`config.mk`:
```
export PLATFORM = sky130hd
export DESIGN_NAME = inverse_permutation_decoder
export DESIGN_NICKNAME = d
export VERILOG_FILES = /design/src/rtl/inverse_permutation_decoder.sv
export SDC_FILE = /design/constraint.sdc
export NUM_CORES = 1
export LEC_CHECK = 0
export ABC_AREA = 1
export CAP_MARGIN = 0
export CORE_MARGIN = 4
export CORE_UTILIZATION = 50
export DETAILED_ROUTE_END_ITERATION = 8
export PLACE_DENSITY = 0.83
export SYNTH_ARGS = -nofsm -noshare
export SYNTH_HDL_FRONTEND = slang
export SYNTH_SLANG_ARGS = --single-unit
```
`constraint.sdc`:
```
create_clock -name clk -period 3.7 [get_ports clk]
set_input_delay 0.555 -clock clk [delete_from_list [all_inputs] [get_ports clk]]
set_output_delay 0.555 -clock clk [all_outputs]
set_load 0.005 [all_outputs]
```
`src/rtl/inverse_permutation_decoder.sv`:
```
// Inverse pi lane permutation of 5x5 slices with a small output FIFO.
// Frames of SLICES slices are accepted in RUN, drained, then flagged with a one-cycle done.
module inverse_permutation_decoder #(
    parameter int SLICES = 64,
    parameter int DEPTH  = 2
) (
    input  logic                      clk,
    input  logic                      rst,
    input  logic                      start,
    input  logic                      in_valid,
    output logic                      in_ready,
    input  logic [24:0]               in_data,
    output logic                      out_valid,
    input  logic                      out_ready,
    output logic [24:0]               out_data,
    output logic [$clog2(SLICES):0]   slice_idx,
    output logic                      busy,
    output logic                      done
);
    localparam int CW = $clog2(SLICES) + 1;
    localparam int PW = $clog2(DEPTH);
    localparam logic [CW-1:0] SLICES_C = CW'(SLICES);
    localparam logic [PW:0]   DEPTH_C  = (PW+1)'(DEPTH);

    typedef enum logic [1:0] {
        ST_IDLE  = 2'd0,
        ST_RUN   = 2'd1,
        ST_DRAIN = 2'd2,
        ST_DONE  = 2'd3
    } state_t;

    // D[a][b] = E[b][2(a-b) mod 5]; +10 keeps the modulo operand non-negative
    function automatic logic [24:0] inv_pi(input logic [24:0] e);
        logic [24:0] d;
        logic [4:0]  src;
        logic [4:0]  dst;
        d = 25'd0;
        for (int a = 0; a < 5; a++) begin
            for (int b = 0; b < 5; b++) begin
                dst    = 5'(5 * b + a);
                src    = 5'(5 * ((2 * (a - b) + 10) % 5) + b);
                d[dst] = e[src];
            end
        end
        return d;
    endfunction

    state_t          state_r, state_s;
    logic [CW-1:0]   in_cnt_r, in_cnt_s;
    logic [CW-1:0]   out_cnt_r, out_cnt_s;
    logic [24:0]     mem_r [DEPTH];
    logic [PW-1:0]   wr_ptr_r, wr_ptr_s;
    logic [PW-1:0]   rd_ptr_r, rd_ptr_s;
    logic [PW:0]     count_r, count_s;
    logic [24:0]     perm_s;
    logic [24:0]     out_data_r, out_data_s;
    logic            out_valid_r, in_ready_r, busy_r, done_r;
    logic            in_ready_s, busy_s, done_s;
    logic            push_s, pop_s;

    assign perm_s = inv_pi(in_data);
    assign push_s = in_valid && in_ready_r;
    assign pop_s  = out_valid_r && out_ready;

    // FIFO pointer/occupancy update and look-ahead of the next head word
    always_comb begin
        wr_ptr_s   = wr_ptr_r;
        rd_ptr_s   = rd_ptr_r;
        count_s    = count_r;
        out_data_s = 25'd0;
        if (push_s) begin
            wr_ptr_s = wr_ptr_r + PW'(1'b1);
        end else begin
            wr_ptr_s = wr_ptr_r;
        end
        if (pop_s) begin
            rd_ptr_s = rd_ptr_r + PW'(1'b1);
        end else begin
            rd_ptr_s = rd_ptr_r;
        end
        case ({push_s, pop_s})
            2'b10:   count_s = count_r + (PW+1)'(1'b1);
            2'b01:   count_s = count_r - (PW+1)'(1'b1);
            default: count_s = count_r;
        endcase
        // the new head may be the slot being written this very cycle
        if (count_s == {(PW+1){1'b0}}) begin
            out_data_s = 25'd0;
        end else if (push_s && (rd_ptr_s == wr_ptr_r)) begin
            out_data_s = perm_s;
        end else begin
            out_data_s = mem_r[rd_ptr_s];
        end
    end

    // Frame sequencing, slice counters and next values of the status outputs
    always_comb begin
        state_s = state_r;
        if (push_s) begin
            in_cnt_s = in_cnt_r + CW'(1'b1);
        end else begin
            in_cnt_s = in_cnt_r;
        end
        if (pop_s) begin
            out_cnt_s = out_cnt_r + CW'(1'b1);
        end else begin
            out_cnt_s = out_cnt_r;
        end
        case (state_r)
            ST_IDLE: begin
                in_cnt_s  = {CW{1'b0}};
                out_cnt_s = {CW{1'b0}};
                if (start) begin
                    state_s = ST_RUN;
                end else begin
                    state_s = ST_IDLE;
                end
            end
            ST_RUN: begin
                if (in_cnt_s == SLICES_C) begin
                    state_s = ST_DRAIN;
                end else begin
                    state_s = ST_RUN;
                end
            end
            ST_DRAIN: begin
                if (out_cnt_s == SLICES_C) begin
                    state_s = ST_DONE;
                end else begin
                    state_s = ST_DRAIN;
                end
            end
            ST_DONE: begin
                in_cnt_s  = {CW{1'b0}};
                out_cnt_s = {CW{1'b0}};
                state_s   = ST_IDLE;
            end
            default: begin
                in_cnt_s  = {CW{1'b0}};
                out_cnt_s = {CW{1'b0}};
                state_s   = ST_IDLE;
            end
        endcase
        // in_ready looks only at registered state, so a pop never frees a slot in the same cycle
        in_ready_s = (state_s == ST_RUN) && (in_cnt_s < SLICES_C) && (count_s < DEPTH_C);
        busy_s     = (state_s == ST_RUN) || (state_s == ST_DRAIN);
        done_s     = (state_s == ST_DONE);
    end

    // State, counters, FIFO storage and registered outputs
    always_ff @(posedge clk or posedge rst) begin
        if (rst) begin
            state_r     <= ST_IDLE;
            in_cnt_r    <= {CW{1'b0}};
            out_cnt_r   <= {CW{1'b0}};
            wr_ptr_r    <= {PW{1'b0}};
            rd_ptr_r    <= {PW{1'b0}};
            count_r     <= {(PW+1){1'b0}};
            out_data_r  <= 25'd0;
            out_valid_r <= 1'b0;
            in_ready_r  <= 1'b0;
            busy_r      <= 1'b0;
            done_r      <= 1'b0;
            for (int i = 0; i < DEPTH; i++) begin
                mem_r[i] <= 25'd0;
            end
        end else begin
            state_r     <= state_s;
            in_cnt_r    <= in_cnt_s;
            out_cnt_r   <= out_cnt_s;
            wr_ptr_r    <= wr_ptr_s;
            rd_ptr_r    <= rd_ptr_s;
            count_r     <= count_s;
            out_data_r  <= out_data_s;
            out_valid_r <= (count_s != {(PW+1){1'b0}});
            in_ready_r  <= in_ready_s;
            busy_r      <= busy_s;
            done_r      <= done_s;
            if (push_s) begin
                mem_r[wr_ptr_r] <= perm_s;
            end
        end
    end

    assign in_ready  = in_ready_r;
    assign out_valid = out_valid_r;
    assign out_data  = out_data_r;
    assign slice_idx = in_cnt_r;
    assign busy      = busy_r;
    assign done      = done_r;

endmodule

```
==> parameters.txt, run 1 <==
Parameter                              Value

Worst hold path
  Class of the worst hold path    reg -> reg
  Worst Hold End    mem_r[28]$_DFFE_PP0P_
  Hold path cells    2
  Worst min-delay path startpoint    mem_r[28]$_DFFE_PP0P_

Placement
  Final weighted congestion in routability-driven placement    slightly below 0.8
  Final HPWL DP    slightly below 7 mm
  Number of input and output port buffers inserted    65

Clocking
  Clock H-tree levels    3
  Clock tree from TritonCTS    done
  Setup Fix Bufs, Post-CTS    0
  Sinks on the clock net    slightly below 100
  Clk Latency, worst-skew pair    0.36 ns
  Hold_buf cts    0
  Number of buffers added by the clock tree synthesis step    9
  Number of resized instances in the post-cts repair step    0
  Max Buffers Root-to-Sink    2
  Clk pin slew, worst setup/hold paths    0.09 ns
  Root Buffer    sky130_fd_sc_hd__clkbuf_8

Routing
  Average wire length per cell after detail routing    14.04 um
  Average via count per standard cell    about 5.2
  Vias    about 3700
  Total detailed-routing wirelength    roughly 10 mm
  DRC Markers    0
  Drt first pass iters    5
  Remaining antenna violation count    0
  Starting DRC count in detailed routing    approximately 210

STA
  Worst hold slack    between 0.4 and 0.5 ns
  Hold violation total from the final report    0
  Share of the cycle needed by the critical path after routing    0.6505
  Transition at the pin with the smallest max-transition slack    between 0.5 and 0.6 ns
  Maximum clock rate    a little over 400 MHz
  Final Slew Violations    0
  Worst-case headroom to the max-slew limit    0.6369
  Max Clock Skew    0.006763 ns
  Final sum of negative setup slack    0 ns
  Setup-violating endpoint count in the final report    0
  Final critical-path required period    around 2.4 ns
  RSZ-0062 raised after global routing    false

Worst setup path
  Critical Path End Type    flip-flop
  Reg2Reg Setup Slack    roughly 1.6 ns
  Capture instance of the worst register-to-register path    out_data[4]$_DFF_PP0_
  Reg2reg start    out_valid$_DFF_PP0_
  Type of the worst setup path    in -> reg
  Critical Path Source Type    input pin
  Critical path data required time    ~4.0 ns
  CP arrival    around 2.7 ns
  Highest fanout seen on the critical path    13
  Depth of the worst register-to-register path    9

Cells and area
  Commonest non-fill, non-tap cell in the layout    sky130_fd_sc_hd__nand2_1
  Fraction of final layout cells with drive strength greater than 1    0.05041
  Final net count    roughly 650
  P&R area growth vs syn    21.53%
  Count of antenna diodes in the layout    0
  Number of fill cells in the layout    roughly 740
  Most frequent cells in the layout    sky130_fd_sc_hd__nand2_1 (147), sky130_fd_sc_hd__dfrtp_1 (99), sky130_fd_sc_hd__inv_1 (84)

Die
  Width of the die    just over 100 um
  Core outline area    approximately 8800 um^2
  Die footprint    10630 um^2
  Core Rows    34
  IO Pins    66
  Die H    103.1 um
  Starting Density    0.5160

Pwr
  Share of power burned in the clock network    0.174
  Switching Fraction    0.3900
  Relative contribution of combinational cells to total power    0.425
  Maximum VDD drop    between 400 and 500 uV
  Static leakage    0.002738 uW
  Power, Total    around 4300 uW
  Fraction of power consumed by sequential logic    0.402
  Net Switching    ~1700 uW
  Int Pwr    ~2600 uW
  PD cells    around 800 nW/um^2

Logic synthesis
  Number of standard cells after synthesis    550
  Largest family of logic cells by synthesized area    simple AND/OR/NAND/NOR gates
  Library cells used by synthesis    19
  Synthesized net count    588
  Number of synthesis warnings    0
  Adder-cell share of the synthesized area    0.02214
  Average cell area after synthesis    slightly above 8 um^2
  Syn Std Cell Area    ~4500 um^2
  Post-Synth XOR/XNOR Area    0.01605
  Synthesized-area fraction occupied by ao, oa, aoi and oai cells    0.1217
  Flop and latch count out of synthesis    a little under 100
  Share of synthesized area spent on multiplexers    0
  Area share of and/or/nand/nor cells after synthesis    0.1987
  Seq/Total Area, Yosys    0.5479

GRT
  Number of global-route vias before repair    between 3000 and 4000
  Overall global routing resource usage    0.2062
  Aggregate global routing overflow    0
  Wire length of the first global-routing pass    about 17 mm
  Number of antenna violations at the first check in global routing    0
  Maximum number of pins on one net before global-route repair    52

Job
  Max Cap Viol    0

Outcome
  Result of the run    completed
-- power groups by stage --
stage / Clock (uW) / Sequential, uW / Combinational [uW]
2_1_floorplan: 0 / 1720 / 1220
3_3_place_gp: 0 / 1740 / 1750
3_5_place_dp: 0 / 1760 / 1840
4_1_cts: 755 / 1740 / 1860
5_1_grt: 804 / 1790 / 2090
6_report: 753 / 1740 / 1840
-- Yosys cell counts (all sizes together) --
cell type | count | area share
o21ai | 76 | 0.084
inv | 86 | 0.071
xor2 | 1 | 0.0061
nor2 | 26 | 0.022
nand2 | 149 | 0.12
nand4 | 3 | 0.0042
nand3 | 42 | 0.046
xnor2 | 3 | 0.010
clkbuf | 20 | 0.017
buf | 4 | 0.0055
ha | 8 | 0.022
o21bai | 4 | 0.0066
a21oi | 28 | 0.031
dfrtp | 99 | 0.55
nand3b | 1 | 0.0017
-- cell families after synthesis --
group           Yosys count
compound gates          108
flops                    99
buf+inv                 110
simple gates            221
fa+ha+maj                 8
xor+xnor                  4
-- sequential cells by signal, indices dropped and copies added (netlist names), 2 cells and up --
register,cells
mem_r,50
out_data,25
slice_idx,7
count_r,2
state_r,2
out_cnt_r,7
-- through the flow --
step	instance area, um^2	utilization	setup WS, ns	std cells
after CTS	5495	0.6271	1.306	723
after floorplan	4522	-	0.5546	550
after global routing	5495	0.6271	1.181	723
after detailed placement	5273	0.6017	0.9484	707
final	5495	0.6271	1.293	723
after global placement	5273	0.6017	1.039	707
-- final cells by class --
type,instances,area [um^2],area share
flip-flops and latches,99,2477,0.4508
multi-input cells,341,1624,0.2955
clock buffers,13,178.9,0.03256
well taps,108,135.1,0.02459
repair buffers,73,710.7,0.1293
inverters,86,325.3,0.05920
clock inverters,3,43.79,0.007969
-- worst max-delay path, stage by stage --
cell and delay [ns]:
sky130_fd_sc_hd__clkdlybuf4s50_1 0.56, sky130_fd_sc_hd__nand2_1 0.20, sky130_fd_sc_hd__ha_1 0.37, sky130_fd_sc_hd__a21oi_1 0.12, sky130_fd_sc_hd__o21ai_0 0.11, sky130_fd_sc_hd__xnor2_1 0.37
sky130_fd_sc_hd__nor2_2 0.07, sky130_fd_sc_hd__buf_4 0.20, sky130_fd_sc_hd__a21oi_1 0.14
-- worst max path at each step --
stage	start	endpoint	slack (ns)
after CTS	in_valid	out_data[17]$_DFF_PP0_	1.31
after floorplan	rst	busy$_DFF_PP0_	0.55
final	in_valid	out_data[4]$_DFF_PP0_	1.29
after global routing	in_valid	out_data[9]$_DFF_PP0_	1.18
after global placement	in_valid	out_data[24]$_DFF_PP0_	1.04
after detailed placement	in_valid	out_data[7]$_DFF_PP0_	0.95
-- metal layers --
layer,track usage,wire length (um),share of wire
met5,0,0,0
met4,0.07669,144,0.014
met3,0.03248,460,0.045
met2,0.3700,5186,0.51
met1,0.2493,4363,0.43
No activity file was read; power rests on OpenSTA's default activity.
==> run 2: changes to the inputs <==
==> constraint.sdc (replaced) <==
create_clock -name clk -period 2.4 [get_ports clk]
set_input_delay 0.36 -clock clk [delete_from_list [all_inputs] [get_ports clk]]
set_output_delay 0.36 -clock clk [all_outputs]
set_load 0.005 [all_outputs]
==> run 2 against run 1 <==
Routed wire length is 2.1% lower. Design area is 2.0% higher. Sequential share of layout area is 0.89 points lower. Worst hold slack worse by 0.059 ns. Largest cell class unchanged.
==> parameters.txt, run 2 (synthesis results as in run 1) <==
Parameter                              Value

Worst setup path
  Highest fanout seen on the critical path    26
  Depth of the worst register-to-register path    13
  Type of the worst setup path    in -> reg
  Origin of the worst setup path    in_valid
  Reg2reg start    slice_idx[0]$_DFF_PP0_
  CP arrival    2.33 ns
  Capture instance of the worst register-to-register path    busy$_DFF_PP0_
  Setup crit end    out_data[0]$_DFF_PP0_
  Critical path data required time    approximately 2.7 ns
  Critical Path End Type    flip-flop
  Critical Path Source Type    input pin
  Reg2Reg Setup Slack    between 0.4 and 0.5 ns

Cells and area
  Number of flip-flops in the largest register    50
  Register with the most flip-flops    mem_r
  Commonest non-fill, non-tap cell in the layout    sky130_fd_sc_hd__nand2_1
  Summed area of non-filler cells in the final layout    about 5600 um^2
  Count of antenna diodes in the layout    0
  Most frequent cells in the layout    sky130_fd_sc_hd__nand2_1 (147), sky130_fd_sc_hd__dfrtp_1 (99), sky130_fd_sc_hd__inv_1 (84)
  P&R area growth vs syn    23.96%
  Final net count    ~660
  Fraction of final layout cells with drive strength greater than 1    0.05797

Routing
  Remaining antenna violation count    0
  Average via count per standard cell    5.058
  Drt first pass iters    4
  DRC Markers    0
  Starting DRC count in detailed routing    ~180
  Average wire length per cell after detail routing    between 10 and 15 um
  Total detailed-routing wirelength    between 9 and 10 mm
  Vias    3687

Placement
  Number of input and output port buffers inserted    between 60 and 70
  Cell area after placement    between 5000 and 6000 um^2
  Final HPWL DP    6.967 mm
  Final weighted congestion in routability-driven placement    roughly 0.84

STA
  Worst-case headroom to the max-slew limit    0.5336
  RSZ-0062 raised after global routing    false
  Share of the cycle needed by the critical path after routing    0.8491
  Setup-violating endpoint count in the final report    0
  Hold violation total from the final report    0
  Final critical-path required period    slightly above 2 ns
  Maximum clock rate    490.7 MHz
  Final Slew Violations    0
  Max Clock Skew    about 0.011 ns
  Transition at the pin with the smallest max-transition slack    between 0.6 and 0.7 ns

GRT
  Wire length of the first global-routing pass    17.04 mm
  Number of global-route vias before repair    between 3000 and 4000
  Overall global routing resource usage    0.2074
  Maximum number of pins on one net before global-route repair    43
  Aggregate global routing overflow    0
  Number of antenna violations at the first check in global routing    0

Die
  Core Rows    34
  Die H    between 100 and 150 um
  IO Pins    66
  Core outline area    8763 um^2
  Starting Density    0.5160
  Width of the die    approximately 100 um
  Die footprint    10630 um^2

Clocking
  Clock H-tree levels    3
  Number of resized instances in the post-cts repair step    0
  Max Buffers Root-to-Sink    2
  Clock tree from TritonCTS    done
  Root Buffer    sky130_fd_sc_hd__clkbuf_8
  Hold_buf cts    0
  Number of buffers added by the clock tree synthesis step    9
  Setup Fix Bufs, Post-CTS    0
  Clk Latency, worst-skew pair    0.38 ns
  Sinks on the clock net    99
  Clk pin slew, worst setup/hold paths    0.09 ns

Outcome
  Result of the run    completed

Pwr
  Share of power burned in the clock network    0.172
  Relative contribution of combinational cells to total power    0.434
  Switching Fraction    0.3842
  PD cells    ~1200 nW/um^2
  Net Switching    about 2600 uW
  Int Pwr    ~4200 uW
  Fraction of power consumed by sequential logic    0.394
  Power, Total    slightly below 7000 uW
  Static leakage    approximately 0.0028 uW
  Maximum VDD drop    about 730 uV

Job
  Max Cap Viol    0

Worst hold path
  Class of the worst hold path    in -> async
run 2: stage by stage:
step / utilization / TNS [ns] / hold WS (ns) / instances / setup WS [ns]
global route: 0.6396 / 0 / 0.4799 / 729 / 0.1664
finish: 0.6396 / 0 / 0.4319 / 729 / 0.3621
floorplan: - / 0 / 0.4530 / 550 / 0.3220
detailed placement: 0.6149 / -0.03227 / 0.4740 / 714 / -0.01672
global placement: 0.6149 / 0 / 0.4658 / 714 / 0.1044
CTS: 0.6396 / 0 / 0.4382 / 729 / 0.3770
run 2: how the worst min path moves through the flow:
stage	slack [ns]	end	cells after the start	from
2_1_floorplan	0.45	mem_r[25]$_DFFE_PP0P_	2	mem_r[25]$_DFFE_PP0P_
3_3_place_gp	0.47	mem_r[9]$_DFFE_PP0P_	2	mem_r[9]$_DFFE_PP0P_
3_5_place_dp	0.47	mem_r[22]$_DFFE_PP0P_	2	mem_r[22]$_DFFE_PP0P_
4_1_cts	0.44	out_data[21]$_DFF_PP0_	2	rst
5_1_grt	0.48	out_data[21]$_DFF_PP0_	2	rst
6_report	0.43	out_data[21]$_DFF_PP0_	2	rst
run 2: power by group through the flow:
stage	clock (uW)	sequential [uW]	combinational (uW)
CTS	1190	2680	2980
detailed placement	0	2710	2960
global route	1260	2760	3380
global placement	0	2670	2840
finish	1170	2680	2960
floorplan	0	2640	1870
run 2: metal layers:
layer / global-route usage / up-vias / wire [um]
met2: 0.3513 / 85 / 5049
met3: 0.04330 / 10 / 615
met5: 0 / - / 0
met4: 0.08068 / 0 / 137
li1: - / 1849 / -
met1: 0.2611 / 1743 / 4140
run 2: layout make-up:
type,instances,area (um^2)
well taps,108,135.1
multi-input cells,341,1624
flip-flops and latches,99,2477
repair buffers,80,825.8
inverters,86,326.6
clock inverters,4,75.07
clock buffers,11,141.4
fillers,711,3158
run 2: worst max-delay path, cell delays in order:
cell	delay [ns]
sky130_fd_sc_hd__clkdlybuf4s50_1	0.54
sky130_fd_sc_hd__nand2_1	0.16
sky130_fd_sc_hd__ha_1	0.35
sky130_fd_sc_hd__a21oi_1	0.12
sky130_fd_sc_hd__o21ai_0	0.11
sky130_fd_sc_hd__xnor2_1	0.28
sky130_fd_sc_hd__nor2_2	0.08
sky130_fd_sc_hd__buf_12	0.17
sky130_fd_sc_hd__a21oi_1	0.14
==> run 3: changes to the inputs <==
==> constraint.sdc (replaced) <==
create_clock -name clk -period 1.9 [get_ports clk]
set_input_delay 0.285 -clock clk [delete_from_list [all_inputs] [get_ports clk]]
set_output_delay 0.285 -clock clk [all_outputs]
set_load 0.005 [all_outputs]
==> run 3 against run 2 <==
Final cell count is 5.8% higher. Via count is 7.9% higher. Die area stayed put. Global-route usage is 0.74 points higher. Power is 40% higher. Clock power is 17% higher. Setup slack worse by 0.32 ns. Sequential power is 26% higher. Count of clock-buffer cells in the layout is 2 lower. Sequential cell count stayed put. Worst hold slack worse by 0.026 ns. Clock skew is 0.0020 ns higher. Critical path type is now reg -> reg. Highest routed layer unchanged.
==> parameters.txt, run 3 (synthesis results as in run 1) <==
Parameter                              Value

Routing
  Met3 Routed Length    roughly 520 um
  Topmost layer with routed signal wires    met4
  DRC Markers    0
  Remaining antenna violation count    0
  Starting DRC count in detailed routing    169
  Vias    3978
  Total detailed-routing wirelength    between 10 and 15 mm
  Drt first pass iters    5
  Average via count per standard cell    around 5.2
  Met2 routed WL    just under 6 mm
  Average wire length per cell after detail routing    14.52 um
  WL met1    around 4.7 mm

Cells and area
  Final net count    a little under 700
  Most frequent cells in the layout    sky130_fd_sc_hd__nand2_1 (142), sky130_fd_sc_hd__dfrtp_1 (98), sky130_fd_sc_hd__inv_1 (83)
  P&R area growth vs syn    33.70%
  Number of fill cells in the layout    approximately 640
  Share of the core filled with cells in the final layout    0.6899
  Count of antenna diodes in the layout    0
  Summed area of non-filler cells in the final layout    ~6000 um^2
  Commonest non-fill, non-tap cell in the layout    sky130_fd_sc_hd__nand2_1
  Footprint of the multi-input gates    1733 um^2
  Fraction of final layout cells with drive strength greater than 1    0.1554
  Flip-flop and latch area    about 2500 um^2
  Number of flip-flops in the largest register    50
  Register with the most flip-flops    mem_r

Worst setup path
  Type of the worst setup path    reg -> reg
  Highest fanout seen on the critical path    14
  Ordered cell list for the critical path    nand2_2 > inv_1 > ha_4 > a21oi_2 > o21ai_1 > xnor2_1 > nor2_2 > buf_6 > a21oi_1
  CP top delay family    flip-flops
  Depth of the worst register-to-register path    9
  Reg2Reg Setup Slack    between 0.03 and 0.04 ns
  Standard cell with the maximum stage delay on the critical path    sky130_fd_sc_hd__dfrtp_1
  Instance count on the critical path    9
  Reg2reg start    out_valid$_DFF_PP0_
  Critical Path Source Type    flip-flop
  Critical path data required time    about 2.2 ns
  CP arrival    2.14 ns
  Critical Path End Type    flip-flop
  Capture instance of the worst register-to-register path    out_data[3]$_DFF_PP0_
  Critical Path Max Stage Delay    around 0.43 ns
  Buffers plus inverters on the worst setup path    2
  Origin of the worst setup path    out_valid$_DFF_PP0_
  Setup crit end    out_data[3]$_DFF_PP0_

STA
  Max Clock Skew    roughly 0.013 ns
  Final Slew Violations    0
  Worst hold slack    between 0.4 and 0.5 ns
  RSZ-0062 raised after global routing    true
  Setup-violating endpoint count in the final report    0
  Maximum clock rate    roughly 540 MHz
  Transition at the pin with the smallest max-transition slack    ~0.52 ns
  Share of the cycle needed by the critical path after routing    0.9791
  Worst-case headroom to the max-slew limit    0.6545
  Hold violation total from the final report    0
  Final critical-path required period    between 1.5 and 2 ns
  Post-route setup slack    ~0.04 ns

Pwr
  Maximum VDD drop    roughly 750 uV
  PD cells    roughly 1600 nW/um^2
  Static leakage    just under 0.003 uW
  Power, Total    roughly 9500 uW

Clocking
  Number of buffers added by the clock tree synthesis step    9
  Root Buffer    sky130_fd_sc_hd__clkbuf_8
  Sinks on the clock net    99
  Clock tree from TritonCTS    done
  Clock H-tree levels    3
  Hold_buf cts    0
  Max Buffers Root-to-Sink    2
  Clk pin slew, worst setup/hold paths    roughly 0.1 ns
  Clk Latency, worst-skew pair    between 0.3 and 0.4 ns

Worst hold path
  Class of the worst hold path    in -> async

GRT
  Maximum number of pins on one net before global-route repair    100
  Number of global-route vias before repair    approximately 3900
  Aggregate global routing overflow    0
  Number of antenna violations at the first check in global routing    0
  Overall global routing resource usage    0.2147
  Wire length of the first global-routing pass    about 18 mm

Placement
  Final weighted congestion in routability-driven placement    approximately 0.91
  Number of input and output port buffers inserted    65
  Worst-case setup slack after placement    -0.4725 ns
  Final HPWL DP    around 7.1 mm
  Cell area after placement    roughly 5600 um^2

Die
  Width of the die    roughly 100 um
  Die footprint    10630 um^2
  Starting Density    0.5160
  IO Pins    66
  Core Rows    34
  Die H    approximately 100 um
  Core outline area    around 8800 um^2

Outcome
  Result of the run    completed

Job
  Max Cap Viol    0
==> run 3: cell types whose count changed in the layout (fill, tap and decap cells not counted), sizes merged <==
cell | previous run | this run
bufinv | 2 | 1
clkbuf | 11 | 10
clkinvlp | 3 | 4
inv | 85 | 86
dlymetal6s2s | 0 | 1
clkdlybuf4s50 | 65 | 64
buf | 15 | 55
clkinv | 0 | 2
==> run 3: cell type report <==
type                       instances  area share
multi-input combinational        341      0.2866
inverter                          86     0.05401
tap                              108     0.02235
clock buffer                       9     0.02049
timing repair buffer             121      0.1937
sequential                        99      0.4100
clock inverter                     7     0.01283
==> run 3: worst min-delay path by stage <==
stage               cells past startpoint                     end             startpoint  slack (ns)
floorplan                               2  out_data[10]$_DFF_PP0_             in_data[7]        0.44
global route                            4  out_cnt_r[1]$_DFF_PP0_              out_ready        0.43
CTS                                     3  out_data[18]$_DFF_PP0_                    rst        0.43
detailed placement                      2    mem_r[9]$_DFFE_PP0P_   mem_r[9]$_DFFE_PP0P_        0.47
finish                                  3  slice_idx[6]$_DFF_PP0_                    rst        0.41
global placement                        2   mem_r[46]$_DFFE_PP0P_  mem_r[46]$_DFFE_PP0P_        0.47
==> run 3: per-layer routing <==
layer,vias up,global-route usage
li1,1932,-
met3,20,0.04263
met2,114,0.3636
met5,-,0
met1,1912,0.2753
met4,0,0.07570
==> run 3: report_power, final <==
group | total, uW | internal, uW | switching [uW]
clock network | 1370 | 617 | 751
registers | 3380 | 2940 | 439
logic | 4790 | 2240 | 2550
==> run 3: tightest hold or removal path, stage by stage <==
cell and delay [ns]:
sky130_fd_sc_hd__clkdlybuf4s50_1 0.44, sky130_fd_sc_hd__clkinvlp_4 0.10, sky130_fd_sc_hd__buf_12 0.39
==> run 3: per-stage QoR <==
| stage | instances | TNS, ns |
|---|---|---|
| after global placement | 739 | -7.015 |
| final | 771 | 0 |
| after global routing | 771 | -0.5423 |
| after floorplan | 550 | 0 |
| after CTS | 762 | 0 |
| after detailed placement | 739 | -11.83 |
==> run 3: what timing repair did <==
item	in CTS	in global routing
endpoints found under the setup margin	29	30
gates resized for setup	6	36
buffers inserted	7	8
cloned	0	2
pin swaps	4	19
==> RTL change 1: new RTL, config.mk and constraints of run 2 <==
Encoding of `state_t`: now Gray code (2 bits for 4 states).
--- a/src/rtl/inverse_permutation_decoder.sv
+++ b/src/rtl/inverse_permutation_decoder.sv
@@ -24,8 +24,8 @@
 
     typedef enum logic [1:0] {
-        ST_IDLE  = 2'd0,
-        ST_RUN   = 2'd1,
-        ST_DRAIN = 2'd2,
-        ST_DONE  = 2'd3
+        ST_IDLE  = 2'b00,
+        ST_RUN   = 2'b01,
+        ST_DRAIN = 2'b11,
+        ST_DONE  = 2'b10
     } state_t;
 
Check against the original RTL: no difference found for any inputs over 10 cycles, from zero or initial values and one cycle with rst high; not proved beyond that.
==> RTL change 1 against run 2 <==
Worst setup slack worse by 0.11 ns; highest routed layer unchanged; cell area is 2.1% lower; power is 3.4% higher; synthesized area is 0.72% lower; first-iteration DRC count is 34% higher; via count is 4.6% higher; sequential cell count stayed put; routed wire length is 5.5% higher.
==> RTL change 1: results (changes against run 2) <==
Global route
  • Number of global-route vias before repair: 3,755 (+2.5%)
  • First-pass GRT wire length: 17,500 um (+2.9%)
  • Routing usage on met1: 0.284 (+0.0234)
  • Routing usage on met3: 0.0399 (-0.00338)
  • Largest net degree at the start of global routing: 37 (-14%)
  • Routing usage on met2: 0.351 (-0.000712)
  • Total Routing Usage GR: 0.209 (+0.00186)

Pwr
  • Max VDD drop: 673 uV (-7.5%)

Detailed routing
  • Met3 Routed Length: 593 um (-3.6%)
  • WL/cell: 14.6 um (+6.8%)
  • M1 wire length: 4520 um (+9.3%)
  • DR WL met2: 5280 um (+4.5%)
  • 1st-iter DRT viols: 239 (+34%)
  • Initial DRT Pass Iterations: 5 (+1)
  • Vias per inst: 5.36 (+5.9%)

Final layout
  • Layout Cells excl Fill: 720 (-1.2%)
  • Fraction of area in clock buffers and inverters: 0.0322 (-0.00645)
  • Multi-input gates: 364 (+6.7%)
  • Non-clock inverter count: 51 (-41%)
  • Data buffer area share: 0.150 (+0.00277)
  • Bufs w/o clock: 83 (+3.8%)
  • Fraction of layout cells with a size suffix above 1: 0.0621 (+0.00412)
  • Final core occ: 0.629 (-0.0107)

Worst setup path
  • Crit-path max FO: 14 (-46%)
  • Reg2Reg Depth: 9 (-4)
  • Critical path arrival: 2.43 ns (+0.10 ns)
  • R2r startpoint: out_valid
  • R2R Path End: out_data[19]
  • Reg-to-reg slack, setup: 0.32 ns (-0.09 ns)

Logic synthesis
  • Synth Area in Adders: 0.00836 (-0.0138)
  • Synth Area in XOR/XNOR: 0.0120 (-0.00406)
  • Yosys cell types: 22 (+3)
  • Sequential area share after synthesis: 0.552 (+0.00397)
  • Ranking of synthesized cells by area: dfrtp_1, nand2_1, nand3_1
  • Synth top cells by count: nand2_1, dfrtp_1, nand3_1
  • Total nets after synthesis: 574 (-2.4%)

Status
  • Status: complete, no violations

Timing
  • Pin slew with the least headroom to its limit: 0.621 ns (-0.0769 ns)
  • Final hold slack: 0.415 ns (-0.0167 ns)

Placement
  • HPWL after DPL: 7110 um (+2.0%)
  • Post-Place Cell Area: 5310 um2 (-1.5%)
  • Placer Congestion: 0.879 (+4.4%)

Clock tree
  • Worst skew pair latency: 0.36 ns (-0.02 ns)
  • Clk slew on worst S/H paths: 0.10 ns
  • Post-CTS sizing: 0 (unchanged)
## RTL change 1: worst max-delay path by stage
stage               from           end  slack, ns  cells after the start
6_report       out_ready  out_data[19]       0.25                     10
5_1_grt        out_ready   out_data[9]        0.1                     10
4_1_cts        out_ready  out_data[19]       0.26                     10
3_5_place_dp   out_ready  out_data[19]      -0.05                     10
3_3_place_gp   out_ready   out_data[4]       0.08                     10
2_1_floorplan  out_valid   out_data[0]       0.37                      9
## RTL change 1: worst reg2reg max path, delay by kind of cell (launching register included)
| kind | cells | cell delay [ns] |
|---|---|---|
| buffers and inverters | 2 | 0.30 |
| adders and majority gates | 1 | 0.32 |
| and+or+nand+nor | 2 | 0.22 |
| AOI/OAI and AO/OA | 3 | 0.45 |
| xor gates and xnor gates | 1 | 0.29 |
| DFF | 1 | 0.44 |
## RTL change 1: report_power, final
part	internal, W	switching [W]	total, W
registers	0.00238	0.000417	0.00280
logic	0.00137	0.00189	0.00326
clock network	0.000412	0.000575	0.000987
total	0.00416	0.00288	0.00704
==> RTL change 2: new RTL, settings of run 2 <==
Made on the original files. Change the parameter `SLICES` from 64 to 128.
--- a/src/rtl/inverse_permutation_decoder.sv
+++ b/src/rtl/inverse_permutation_decoder.sv
@@ -2,5 +2,5 @@
 // Frames of SLICES slices are accepted in RUN, drained, then flagged with a one-cycle done.
 module inverse_permutation_decoder #(
-    parameter int SLICES = 64,
+    parameter int SLICES = 128,
     parameter int DEPTH  = 2
 ) (
Interface: changed (resized slice_idx); port bits go from 66 to 67. No check against the original RTL was run, so the function may have changed too.
==> RTL change 2 against run 2 <==
Worst setup slack worse by 0.14 ns; synthesized area is 2.2% higher; cell area is 2.4% higher; routed wire length is 6.9% lower; sequential cell count is 2 higher; critical path type unchanged.
Power is not compared: it rests on default switching activity, and its combinational part moved more than twofold at a synthesized area within 25%.
==> RTL change 2: results (changes against run 2) <==
Timing
  • Tmin final: 2.18 ns (+0.139 ns)
  • Setup Skew: 0.0154 ns (+0.00427 ns)
  • Pin slew with the least headroom to its limit: 0.539 ns (-0.160 ns)
  • Final hold slack: 0.463 ns (+0.0309 ns)

Logic synthesis
  • Sequential area share after synthesis: 0.547 (-0.00118)
  • Total nets after synthesis: 550 (-6.5%)
  • Post-synthesis mux area share: 0.0609 (+0.0609)
  • Synth Area in Adders: 0.0217 (-0.000485)
  • Yosys cell types: 25 (+6)
  • Cells after synthesis: 512 (-6.9%)
  • Ranking of synthesized cells by area: dfrtp_1, nand2_1, inv_1
  • Synth Area in XOR/XNOR: 0.0152 (-0.000893)
  • Synth top cells by count: nand2_1, dfrtp_1, inv_1

Final layout
  • Layout area overhead: 24.1%
  • Fillers: 719 (+1.1%)
  • Fraction of layout cells with a size suffix above 1: 0.131 (+0.0735)

Worst setup path
  • R2r startpoint: out_cnt_r[0]
  • Reg2Reg Depth: 12 (-1)
  • R2R Path End: in_ready
  • Crit-path max FO: 3 (-88%)
  • Critical path origin: out_ready
  • Reg-to-reg slack, setup: 0.24 ns (-0.17 ns)
  • CP peak stage delay: 0.52 ns (-0.02 ns)
  • Critical path arrival: 2.49 ns (+0.16 ns)

Status
  • Status: complete, no violations

Placement
  • Post-Place Setup Slack: -0.223 ns (-0.206 ns)
  • Cells after DPL: 692 (-3.1%)
  • Number of port buffers: 66 (+1.5%)

Detailed routing
  • Vias: 3,523 (-4.4%)
  • 1st-iter DRT viols: 129 (-28%)
  • Vias per inst: 4.97 (-1.8%)

Global route
  • Number of global-route vias before repair: 3,653 (-0.33%)
  • First-pass GRT wire length: 15,900 um (-6.7%)
  • Total Routing Usage GR: 0.176 (-0.0313)
-- RTL change 2: final cells by class --
cell class                 instances  area share
sequential                       101       0.440
multi-input combinational        306       0.291
timing repair buffer              93       0.157
inverter                          85      0.0562
clock buffer                      10      0.0240
tap                              108      0.0235
clock inverter                     6     0.00807
-- RTL change 2: power groups by stage --
stage,combinational [W],sequential [W],clock [W]
floorplan,0.0000348,0.00173,0
global placement,0.000102,0.00173,0
detailed placement,0.000106,0.00173,0
CTS,0.000106,0.00170,0.00106
global route,0.000115,0.00170,0.00112
finish,0.000103,0.00170,0.00102
-- RTL change 2: routing by layer --
| metal | routed length (um) | GRT usage |
|---|---|---|
| met3 | 501 | 0.0478 |
| met4 | 97 | 0.0570 |
| met2 | 4550 | 0.306 |
| met1 | 4110 | 0.212 |
| met5 | 0 | 0 |
-- RTL change 2: timing repair --
action / 4_1_cts / 5_1_grt
setup buffers: 0 / 1
gates resized for setup: 0 / 6
setup endpoints to repair: 0 / 1
